<file path="config.mk">
export PLATFORM = sky130hd
export DESIGN_NAME = bsearch_lookup
export DESIGN_NICKNAME = d
export VERILOG_FILES = /design/src/rtl/bsearch_lookup_pkg.sv /design/src/rtl/bsearch_lookup_search.sv /design/src/rtl/bsearch_lookup_seg7.sv /design/src/rtl/bsearch_lookup_sync.sv /design/src/rtl/bsearch_lookup.sv
export SDC_FILE = /design/constraint.sdc
export NUM_CORES = 1
export LEC_CHECK = 0
export CAP_MARGIN = 20
export CORE_UTILIZATION = 43
export CTS_BUF_LIST = sky130_fd_sc_hd__clkbuf_4 sky130_fd_sc_hd__clkbuf_8
export DETAILED_ROUTE_END_ITERATION = 8
export GPL_ROUTABILITY_DRIVEN = 0
export GPL_TIMING_DRIVEN = 0
export PLACE_DENSITY_LB_ADDON = 0.12
export SYNTH_ARGS = -nofsm -noshare
export SYNTH_HDL_FRONTEND = slang
export SYNTH_SLANG_ARGS = --single-unit
</file>
<file path="constraint.sdc">
create_clock -name clk -period 5.15 [get_ports clk]
set_input_delay 1.03 -clock clk [delete_from_list [all_inputs] [get_ports clk]]
set_output_delay 1.03 -clock clk [all_outputs]
set_load 0.01 [all_outputs]
</file>
<file path="src/rtl/bsearch_lookup_pkg.sv">
// Shared definitions for the binary-search lookup block.
// Latency: n/a (types and constants only).
// Backpressure: n/a.
package bsearch_lookup_pkg;

    localparam int DATA_W_DEF = 8;
    localparam int ADDR_W_DEF = 5;

    typedef enum logic [1:0] {
        IDLE   = 2'd0,
        SEARCH = 2'd1,
        DONE   = 2'd2
    } state_t;

    // Active-low segment codes, bit order {g,f,e,d,c,b,a}
    localparam logic [6:0] SEG_0     = 7'b1000000;
    localparam logic [6:0] SEG_1     = 7'b1111001;
    localparam logic [6:0] SEG_2     = 7'b0100100;
    localparam logic [6:0] SEG_3     = 7'b0110000;
    localparam logic [6:0] SEG_4     = 7'b0011001;
    localparam logic [6:0] SEG_5     = 7'b0010010;
    localparam logic [6:0] SEG_6     = 7'b0000010;
    localparam logic [6:0] SEG_7     = 7'b1111000;
    localparam logic [6:0] SEG_8     = 7'b0000000;
    localparam logic [6:0] SEG_9     = 7'b0010000;
    localparam logic [6:0] SEG_A     = 7'b0001000;
    localparam logic [6:0] SEG_B     = 7'b0000011;
    localparam logic [6:0] SEG_C     = 7'b1000110;
    localparam logic [6:0] SEG_D     = 7'b0100001;
    localparam logic [6:0] SEG_E     = 7'b0000110;
    localparam logic [6:0] SEG_F     = 7'b0001110;
    localparam logic [6:0] SEG_BLANK = 7'b1111111;

endpackage

</file>
<file path="src/rtl/bsearch_lookup_search.sv">
// Binary search FSM over a constant ascending ROM (rom[i] = i+1).
// Latency: 1 cycle to latch the key, then at most 6 search cycles.
// Backpressure: result held in DONE until start drops.
module binary_search
    import bsearch_lookup_pkg::*;
#(
    parameter int DATA_W = DATA_W_DEF,
    parameter int ADDR_W = ADDR_W_DEF
) (
    input  logic              clk,
    input  logic              reset,
    input  logic              start,
    input  logic [DATA_W-1:0] value,
    output logic [ADDR_W-1:0] addr,
    output logic              found,
    output logic              notfound
);

    localparam logic [ADDR_W-1:0] TOP_IDX = {ADDR_W{1'b1}};

    state_t            state, state_n;
    logic [DATA_W-1:0] key, key_n;
    logic [ADDR_W-1:0] low, low_n, high, high_n, addr_n;
    logic              found_n, notfound_n;
    logic [ADDR_W:0]   mid_sum;
    logic [ADDR_W-1:0] mid;
    logic [DATA_W-1:0] rom_val;

    function automatic logic [DATA_W-1:0] rom_word(input logic [ADDR_W-1:0] idx);
        return DATA_W'(idx) + DATA_W'(1);
    endfunction

    // State and datapath registers; reset parks the search at the full range
    always_ff @(posedge clk or posedge reset) begin
        if (reset) begin
            state    <= IDLE;
            key      <= '0;
            low      <= '0;
            high     <= TOP_IDX;
            addr     <= '0;
            found    <= 1'b0;
            notfound <= 1'b0;
        end else begin
            state    <= state_n;
            key      <= key_n;
            low      <= low_n;
            high     <= high_n;
            addr     <= addr_n;
            found    <= found_n;
            notfound <= notfound_n;
        end
    end

    // Next-state logic: one ROM comparison per SEARCH cycle; the mid==low/high
    // guards stop the range before it can underflow or wrap
    always_comb begin
        state_n    = state;
        key_n      = key;
        low_n      = low;
        high_n     = high;
        addr_n     = addr;
        found_n    = found;
        notfound_n = notfound;
        mid_sum    = {1'b0, low} + {1'b0, high};
        mid        = ADDR_W'(mid_sum >> 1);
        rom_val    = rom_word(mid);

        case (state)
            IDLE: begin
                if (start) begin
                    key_n   = value;
                    low_n   = '0;
                    high_n  = TOP_IDX;
                    state_n = SEARCH;
                end
            end
            SEARCH: begin
                if (key == rom_val) begin
                    addr_n  = mid;
                    found_n = 1'b1;
                    state_n = DONE;
                end else if (key < rom_val) begin
                    if (mid == low) begin
                        notfound_n = 1'b1;
                        state_n    = DONE;
                    end else begin
                        high_n = mid - 1'b1;
                    end
                end else begin
                    if (mid == high) begin
                        notfound_n = 1'b1;
                        state_n    = DONE;
                    end else begin
                        low_n = mid + 1'b1;
                    end
                end
            end
            DONE: begin
                if (!start) begin
                    found_n    = 1'b0;
                    notfound_n = 1'b0;
                    state_n    = IDLE;
                end
            end
            default: state_n = IDLE;
        endcase
    end

endmodule

</file>
<file path="src/rtl/bsearch_lookup_seg7.sv">
// Hex digit to active-low 7-segment decoder with blanking.
// Latency: combinational.
// Backpressure: none.
module seg7hex
    import bsearch_lookup_pkg::*;
(
    input  logic [3:0] bcd,
    input  logic       hide,
    output logic [6:0] leds
);

    // Decode the nibble; hide forces every segment off
    always_comb begin
        leds = SEG_BLANK;
        if (!hide) begin
            case (bcd)
                4'h0: leds = SEG_0;
                4'h1: leds = SEG_1;
                4'h2: leds = SEG_2;
                4'h3: leds = SEG_3;
                4'h4: leds = SEG_4;
                4'h5: leds = SEG_5;
                4'h6: leds = SEG_6;
                4'h7: leds = SEG_7;
                4'h8: leds = SEG_8;
                4'h9: leds = SEG_9;
                4'hA: leds = SEG_A;
                4'hB: leds = SEG_B;
                4'hC: leds = SEG_C;
                4'hD: leds = SEG_D;
                4'hE: leds = SEG_E;
                default: leds = SEG_F;
            endcase
        end
    end

endmodule

</file>
<file path="src/rtl/bsearch_lookup_sync.sv">
// Two-flop synchronizer for asynchronous switch inputs.
// Latency: 2 clk cycles.
// Backpressure: none; samples every cycle.
module series_dffs #(
    parameter int BITS = 1
) (
    input  logic            clk,
    input  logic            reset,
    input  logic [BITS-1:0] d,
    output logic [BITS-1:0] q
);

    logic [BITS-1:0] stage1;

    // Shift the raw input through two flops to settle metastability
    always_ff @(posedge clk or posedge reset) begin
        if (reset) begin
            stage1 <= '0;
            q      <= '0;
        end else begin
            stage1 <= d;
            q      <= stage1;
        end
    end

endmodule

</file>
<file path="src/rtl/bsearch_lookup.sv">
// Switch-driven binary search of a 32-entry ROM with hex address display.
// Latency: found/notfound at most 9 clk edges after raw start rises.
// Backpressure: result held while start stays high; dropping start rearms.
module bsearch_lookup
    import bsearch_lookup_pkg::*;
#(
    parameter int DATA_W = DATA_W_DEF,
    parameter int ADDR_W = ADDR_W_DEF
) (
    input  logic              clk,
    input  logic              reset,
    input  logic              start,
    input  logic [DATA_W-1:0] value_in,
    output logic [6:0]        hex0,
    output logic [6:0]        hex1,
    output logic              found,
    output logic              notfound
);

    logic              start_sync;
    logic [DATA_W-1:0] value_sync;
    logic [ADDR_W-1:0] addr;
    logic              hide;
    logic [3:0]        digit_lo;
    logic [3:0]        digit_hi;

    series_dffs #(.BITS(1)) u_sync_start (
        .clk   (clk),
        .reset (reset),
        .d     (start),
        .q     (start_sync)
    );

    series_dffs #(.BITS(DATA_W)) u_sync_value (
        .clk   (clk),
        .reset (reset),
        .d     (value_in),
        .q     (value_sync)
    );

    binary_search #(.DATA_W(DATA_W), .ADDR_W(ADDR_W)) u_search (
        .clk      (clk),
        .reset    (reset),
        .start    (start_sync),
        .value    (value_sync),
        .addr     (addr),
        .found    (found),
        .notfound (notfound)
    );

    // The address is only meaningful on a hit, so blank otherwise
    assign hide     = ~found;
    assign digit_lo = 4'(addr);
    assign digit_hi = 4'(addr >> 4);

    seg7hex u_hex0 (
        .bcd  (digit_lo),
        .hide (hide),
        .leds (hex0)
    );

    seg7hex u_hex1 (
        .bcd  (digit_hi),
        .hide (hide),
        .leds (hex1)
    );

endmodule

</file>
==> results of run 1 <==
==> critical path, delay by kind of cell, from the launching register on <==
kind                       cells  cell delay, ps
xor gates and xnor gates       2             720
AOI/OAI and AO/OA              7            1980
and+or+nand+nor                2             340
DFF                            1             590
adders and majority gates      2             620
==> metal layers <==
layer / up-vias / share of wire / global-route usage
li1: 970 / - / -
met1: 958 / 0.50 / 0.2471
met2: 33 / 0.47 / 0.2882
met3: 5 / 0.025 / 0.03371
met4: 0 / 0.0073 / 0.05179
met5: - / 0 / 0
==> registers in the layout, indices dropped and copies added, names as in the netlist <==
name	cells
u_search.key	8
u_sync_value.q	8
u_sync_value.stage1	8
u_search.addr	5
u_search.high	5
u_search.low	5
u_search.state	2
u_search.found	1
u_search.notfound	1
u_sync_start.q	1
u_sync_start.stage1	1
==> kinds of logic after synthesis <==
kind of cell | synth area share
and+or+nand+nor | 0.1223
xor gates and xnor gates | 0.07140
DFF | 0.4223
AOI/OAI and AO/OA | 0.1671
adders and majority gates | 0.1055
other | 0.001399
muxes | 0.06160
buffers and inverters | 0.04853
==> synth_stat cells, types with 4 or more instances <==
master,count
nand2_1,15
nand3_1,8
dfrtp_1,40
inv_1,16
xor2_1,5
mux2_2,9
o22ai_1,6
nor3_1,4
a21oi_1,12
xnor2_1,8
ha_1,21
nor2_1,10
buf_4,5
o21ai_0,13
dfstp_2,5
nand2b_1,7
o211ai_1,8
clkbuf_1,6
a2bb2oi_1,5
==> stage by stage <==
step	cell area [um^2]	worst slack, ps	cells	utilization	hold WS [ps]
2_1_floorplan	2681	1442	254	-	331.2
3_3_place_gp	3025	834.4	354	0.5080	331.8
3_5_place_dp	3045	889.9	355	0.5113	334.7
4_1_cts	3161	857.0	363	0.5307	352.8
5_1_grt	3161	397.4	363	0.5307	358.7
6_report	3161	804.8	363	0.5307	347.0
==> worst max-delay path by stage <==
stage	endpoint	slack, ps
2_1_floorplan	u_search.state[1]	1440
3_3_place_gp	u_search.state[1]	830
3_5_place_dp	u_search.state[1]	890
4_1_cts	u_search.state[1]	860
5_1_grt	u_search.state[1]	400
6_report	u_search.state[1]	800
==> area by class of cell <==
cell class                 count  area (um^2)  area share
tap                           75        93.84     0.02969
clock buffer                   6        76.32     0.02415
multi-input combinational    180         1419      0.4489
clock inverter                 2        38.79     0.01227
buffer                        13        70.07     0.02217
sequential                    45         1132      0.3583
timing repair buffer          26        270.3     0.08551
inverter                      16        60.06     0.01900
==> metrics.txt, run 1 <==
status finished clean; final wirelength 5214 um; Hold Path Origin u_sync_start.stage1; Mapped Cells 254; HPWL after detailed placement 3923 um; CTS Hold Bufs 0; share of Yosys cell area claimed by the top area cell type 0.3733; required time of the critical path 5360 ps; Post-synth EDFFs 0; Unique masters post-synth 55; Finish-stage setup viols 0; GRT overflow 0; most frequent cells in the layout dfrtp_1, clkdlybuf4s50_1, ha_1, nand2_1, inv_1; Hold Path Depth 0; fill count 558; clock transition at the registers of the reported paths 90 ps; crit start category register; mapped cell area 2681 um^2; commonest non-fill, non-tap cell in the layout dfrtp_1; FMAX 0.2301 GHz; critical path data arrival time 4550 ps; aggregate global-route resource usage 0.1797; Seq/Total Area, Yosys 0.4223; cell row count 28; pin count of the biggest net entering global routing 30; Avg Inst Size Synth 10.56 um^2; Worst Setup SP u_search.high[2]; HP Class reg -> reg; initial antenna violation count 0; Pre-antenna DRT Iters 4; syn nets 287; die width 80.97 um; total inserted antenna cells 0; CTS tree yes; CP Capture Type register; total CTS buffers 5; total number of vias 1966; Crit-path slowest cell dfstp_2; vias per inst 5.416; initial core utilization 0.4502; Final period util 0.8437; worst-path cell chain ha_1 -> a21oi_1 -> nand2_2 -> xnor2_1 -> nand3_1 -> xnor2_1 -> ha_1 -> a211o_1 -> o211ai_1 -> o211ai_1 -> a2111oi_2 -> a21oi_1 -> a221oi_2; vias in the first global route 1832; core area 5956 um^2; input/output buffers 25; H-Tree Depth 2; Initial DRC Count 50; critical path's largest stage delay 590 ps; share of cells above drive strength 1 0.1458; RR Startpoint u_search.high[2]; R2R depth 13; Nets 320; Setup CP Type reg -> reg; clk root buf clkbuf_8; Min Clock Period, post-route 4345 ps; R2R Setup Slk 800 ps; Async SR Flop Fraction 1.000; # clock sinks 45; area growth from synthesis to layout 17.87%; Worst slew margin 0.4925; first-pass GRT wire length 8880 um; Residual DRC 0; #FFs+latches synth 45; Synth Warn # 0; setup_tns 0 ps; worst slew pin tran 755.4 ps; Hold Crit Endpoint u_sync_start.q; CP max FO 6; WL/cell 14.36 um; Main synth FF type dfrtp_1; PostCTS Resize Cnt 0; final max-slew violation count 0; Critical R2R Capture u_search.state[1]; final clock skew 5.294 ps; top post-synthesis cells by area dfrtp_1, ha_1, dfstp_2, mux2_2, xnor2_1; antenna viol nets, final 0; Chip Height 80.97 um; max_cap viols 0; io pins 27; maximum clock path buffer count 2; total die area 6555 um^2; RSZ-0062 raised after global routing false; postcts setup bufs 0; Yosys top cell by area dfrtp_1; final-report hold violation count 0; Clock Latency Late Sink 300 ps
Power of run 1 is left out: the tool's default activity adds up to more than one toggle a clock period on the data nets, which glitch-free logic cannot reach.
==> run 2, diff against run 1 <==
==> constraint.sdc (replaced) <==
create_clock -name clk -period 4.1 [get_ports clk]
set_input_delay 0.82 -clock clk [delete_from_list [all_inputs] [get_ports clk]]
set_output_delay 0.82 -clock clk [all_outputs]
set_load 0.01 [all_outputs]
==> metrics.txt, run 2 (synthesis gave the netlist of run 1 again) <==
die width 80.97 um (unchanged); final-report hold violation count 0 (unchanged); HP Class reg -> reg (unchanged); Nets 324 (was 320); final wirelength 5376 um (was 5214 um); core area 5956 um^2 (unchanged); worst-path cell chain ha_2 -> nand4_2 -> nand2_2 -> xnor2_4 -> nand3_1 -> xnor2_1 -> ha_1 -> a211o_1 -> o211ai_1 -> o211ai_1 -> buf_4 -> a2111oi_4 -> a21oi_2 -> a221oi_2 (was ha_1 -> a21oi_1 -> nand2_2 -> xnor2_1 -> nand3_1 -> xnor2_1 -> ha_1 -> a211o_1 -> o211ai_1 -> o211ai_1 -> a2111oi_2 -> a21oi_1 -> a221oi_2); Crit-path slowest cell dfrtp_1 (was dfstp_2); total CTS buffers 5 (unchanged); CTS Hold Bufs 0 (unchanged); H-Tree Depth 2 (unchanged); io pins 27 (unchanged); crit start category register (unchanged); most numerous cell on the critical path o211ai_1; initial core utilization 0.4502 (unchanged); pin count of the biggest net entering global routing 30 (unchanged); Chip Height 80.97 um (unchanged); Largest regs u_search.key (8), u_sync_value.q (8), u_sync_value.stage1 (8) (unchanged); Residual DRC 0 (unchanged); first-pass GRT wire length 8928 um (was 8880 um); FMAX 0.2605 GHz (was 0.2301 GHz); final clock skew 8.180 ps (was 5.294 ps); Clock Latency Late Sink 300 ps (about the same); vias in the first global route 1843 (was 1832); commonest non-fill, non-tap cell in the layout dfrtp_1 (unchanged); most frequent cells in the layout dfrtp_1, clkdlybuf4s50_1, ha_1, nand2_1, inv_1 (unchanged); Setup CP Type reg -> reg (unchanged); Final period util 0.9362 (was 0.8437); total die area 6555 um^2 (unchanged); Util after Layout 0.5473 (was 0.5307); Worst slew margin 0.6207 (was 0.4925); aggregate global-route resource usage 0.1807 (was 0.1797); HPWL after detailed placement 3923 um (unchanged); DP Area 3045 um^2 (unchanged); GRT overflow 0 (unchanged); share of cells above drive strength 1 0.1849 (was 0.1458); Initial DRC Count 108 (was 50); total number of vias 1992 (was 1966); antenna viol nets, final 0 (unchanged); Pre-antenna DRT Iters 5 (was 4); clock transition at the registers of the reported paths 90 ps (about the same); input/output buffers 25 (unchanged); fin area 3259 um^2 (was 3161 um^2); max_cap viols 0 (unchanged); area growth from synthesis to layout 21.56% (was 17.87%); status finished clean (unchanged); vias per inst 5.428 (was 5.416); Finish-stage setup viols 0 (unchanged); final max-slew violation count 0 (unchanged); required time of the critical path 4310 ps (was 5360 ps); setup_tns 0 ps (unchanged); critical path data arrival time 4050 ps (was 4550 ps); initial antenna violation count 0 (unchanged); cell row count 28 (unchanged); CTS tree yes (unchanged); WL/cell 14.65 um (was 14.36 um); worst slew pin tran 569.0 ps (was 755.4 ps); Min Clock Period, post-route 3839 ps (was 4345 ps); clk root buf clkbuf_8 (unchanged); total inserted antenna cells 0 (unchanged); CP max FO 6 (unchanged); critical path's largest stage delay 500 ps (was 590 ps); CP Capture Type register (unchanged); maximum clock path buffer count 2 (unchanged); # clock sinks 45 (unchanged)
==> run 2: layout make-up <==
cell class	count	area, um^2
repair buffers	30	300.3
flip-flops and latches	45	1132
plain buffers	13	70.07
multi-input cells	180	1488
clock buffers	6	76.32
clock inverters	2	38.79
fillers	544	2696
inverters	16	60.06
well taps	75	93.84
==> run 2: through the flow <==
step | std cells | setup WS, ps | hold WS (ps)
after floorplan | 254 | 391.9 | 331.2
after global placement | 354 | -215.6 | 331.8
after detailed placement | 355 | -160.1 | 334.7
after CTS | 363 | 54.00 | 352.8
after global routing | 367 | -5.610 | 356.0
final | 367 | 261.5 | 343.3
==> run 2: worst paths after layout <==
kind	end	cells past startpoint	slack [ps]	startpoint
worst max register to register	u_search.state[1]	14	260	u_search.low[2]
worst max-delay path	u_search.state[1]	14	260	u_search.low[2]
min in group asynchronous	u_sync_start.q	2	800	reset
worst min-delay path	u_sync_start.q	0	340	u_sync_start.stage1
max in group asynchronous	u_search.high[1]	3	2750	reset
worst min register to register	u_sync_start.q	0	340	u_sync_start.stage1
==> run 2: timing repair <==
item / 4_1_cts / 5_1_grt
resized for setup: 2 / 9
endpoints found under the setup margin: 14 / 18
pin swaps: 0 / 1
endpoints found under the hold margin: 0 / 0
setup buffers: 0 / 4
==> run 2: layer usage <==
layer  share of wire  GRT usage
met1            0.48     0.2480
met2            0.47     0.2866
met3           0.034    0.03371
met4           0.017    0.06071
met5               0          0
==> run 2: worst max-delay path: cells and delay by family, from the launching register on <==
kind / cells / cell delay [ps]
AOI/OAI and AO/OA: 6 / 1330
xor gates and xnor gates: 2 / 410
adders and majority gates: 2 / 780
buffers and inverters: 1 / 190
DFF: 1 / 500
and+or+nand+nor: 3 / 550
Power of run 2 is left out for the same reason.
==> run 3, diff against run 2 <==
--- a/config.mk
+++ b/config.mk
@@ -6,6 +6,7 @@
 export NUM_CORES = 1
 export LEC_CHECK = 0
 export CAP_MARGIN = 20
+export CORE_ASPECT_RATIO = 1.4
 export CORE_UTILIZATION = 43
 export CTS_BUF_LIST = sky130_fd_sc_hd__clkbuf_4 sky130_fd_sc_hd__clkbuf_8
 export DETAILED_ROUTE_END_ITERATION = 8
==> metrics.txt, run 3 (synthesis gave the netlist of run 1 again) <==
clock transition at the registers of the reported paths 90 ps (about the same); Final period util 0.9504 (was 0.9362); worst-path cell chain ha_1 -> a21oi_2 -> nand2_2 -> xnor2_4 -> nand3_1 -> xnor2_1 -> ha_1 -> a211o_1 -> o211ai_1 -> o211ai_1 -> buf_4 -> a2111oi_4 -> a21oi_1 -> a221oi_2 (was ha_2 -> nand4_2 -> nand2_2 -> xnor2_4 -> nand3_1 -> xnor2_1 -> ha_1 -> a211o_1 -> o211ai_1 -> o211ai_1 -> buf_4 -> a2111oi_4 -> a21oi_2 -> a221oi_2); clk root buf clkbuf_8 (unchanged); area growth from synthesis to layout 20.86% (was 21.56%); GRT overflow 0 (unchanged); commonest non-fill, non-tap cell in the layout dfrtp_1 (unchanged); Min Clock Period, post-route 3897 ps (was 3839 ps); critical path's largest stage delay 590 ps (was 500 ps); CTS tree yes (unchanged); Initial DRC Count 63 (was 108); final clock skew 8.652 ps (was 8.180 ps); Nets 322 (was 324); die width 68.74 um (was 80.97 um); io pins 27 (unchanged); HPWL after detailed placement 4042 um (was 3923 um); CP Capture Type register (unchanged); most frequent cells in the layout dfrtp_1, clkdlybuf4s50_1, ha_1, nand2_1, inv_1 (unchanged); final wirelength 5355 um (was 5376 um); crit start category register (unchanged); CP max FO 6 (unchanged); RSZ-0062 raised after global routing false; WL/cell 14.88 um (was 14.65 um); Largest regs u_search.key (8), u_sync_value.q (8), u_sync_value.stage1 (8) (unchanged); vias in the first global route 1918 (was 1843); R2R depth 14 (unchanged); core area 5946 um^2 (was 5956 um^2); setup_tns 0 ps (unchanged); required time of the critical path 4310 ps (about the same); # clock sinks 45 (unchanged); vias per inst 5.581 (was 5.428); register area 1132 um^2 (unchanged); FMAX 0.2566 GHz (was 0.2605 GHz); total number of vias 2009 (was 1992); Chip Height 95.44 um (was 80.97 um); Clock Latency Late Sink 310 ps (was 300 ps); status finished clean (unchanged); initial antenna violation count 0 (unchanged); final max-slew violation count 0 (unchanged); max_cap viols 0 (unchanged); total die area 6560 um^2 (was 6555 um^2); pin count of the biggest net entering global routing 34 (was 30); critical path data arrival time 4110 ps (was 4050 ps); total CTS buffers 5 (unchanged); HP Class reg -> reg (unchanged); multi-input logic area 1485 um^2 (was 1488 um^2); share of cells above drive strength 1 0.1724 (was 0.1849); total inserted antenna cells 0 (unchanged); Pre-antenna DRT Iters 5 (unchanged); Hold Path Depth 0 (unchanged); initial core utilization 0.4510 (was 0.4502); Residual DRC 0 (unchanged); final-report hold violation count 0 (unchanged); fill count 528 (was 544); Setup CP Type reg -> reg (unchanged); antenna viol nets, final 0 (unchanged); input/output buffers 25 (unchanged); aggregate global-route resource usage 0.1834 (was 0.1807); maximum clock path buffer count 2 (unchanged); Crit-path slowest cell dfstp_2 (was dfrtp_1); cell row count 33 (was 28); first-pass GRT wire length 8880 um (was 8928 um); Finish-stage setup viols 0 (unchanged); H-Tree Depth 2 (unchanged)
## run 3: per-stage QoR
step	area, um^2	setup WS [ps]	hold slack, ps	std cells	util
5_1_grt	3241	39.47	359.9	360	0.5450
4_1_cts	3171	54.64	346.1	358	0.5332
2_1_floorplan	2681	391.9	331.2	254	-
3_3_place_gp	3019	-198.8	333.9	349	0.5078
6_report	3241	203.3	344.6	360	0.5450
3_5_place_dp	3039	-286.3	335.8	350	0.5112
## run 3: worst paths after layout
check / from / slack, ps / endpoint
max: u_search.high[2] / 200 / u_search.state[1]
min: u_sync_value.stage1[7] / 340 / u_sync_value.q[7]
max reg2reg: u_search.high[2] / 200 / u_search.state[1]
min reg2reg: u_sync_value.stage1[7] / 340 / u_sync_value.q[7]
max in group asynchronous: reset / 2800 / u_search.high[0]
min in group asynchronous: reset / 770 / u_search.addr[1]
## run 3: critical path, delay by kind of cell, from the launching register on
kind            cells  cell delay (ps)
buf+inv             1              180
compound gates      7             1510
flops               1              590
fa+ha+maj           2              660
simple gates        2              330
xor+xnor            2              540
## run 3: area by class of cell
cell class              instances  share of cell area
inverters                      16             0.01853
well taps                      70             0.02703
multi-input cells             180              0.4583
clock inverters                 2             0.01158
plain buffers                  13             0.02162
repair buffers                 28             0.08803
clock buffers                   6             0.02548
flip-flops and latches         45              0.3494
## run 3: routing by layer
layer / vias up / GRT usage / wire length (um)
li1: 980 / - / -
met1: 985 / 0.2192 / 2320
met2: 32 / 0.3178 / 2792
met3: 12 / 0.02632 / 117
met4: 0 / 0.08333 / 123
met5: - / 0 / 0
## run 3: repair_timing
action,CTS,global route
setup buffers,0,2
endpoints found under the setup margin,15,19
hold buffers,0,0
gates cloned,0,0
gates resized for setup,2,7
pin swaps,1,1
Power of run 3 is left out for the same reason.
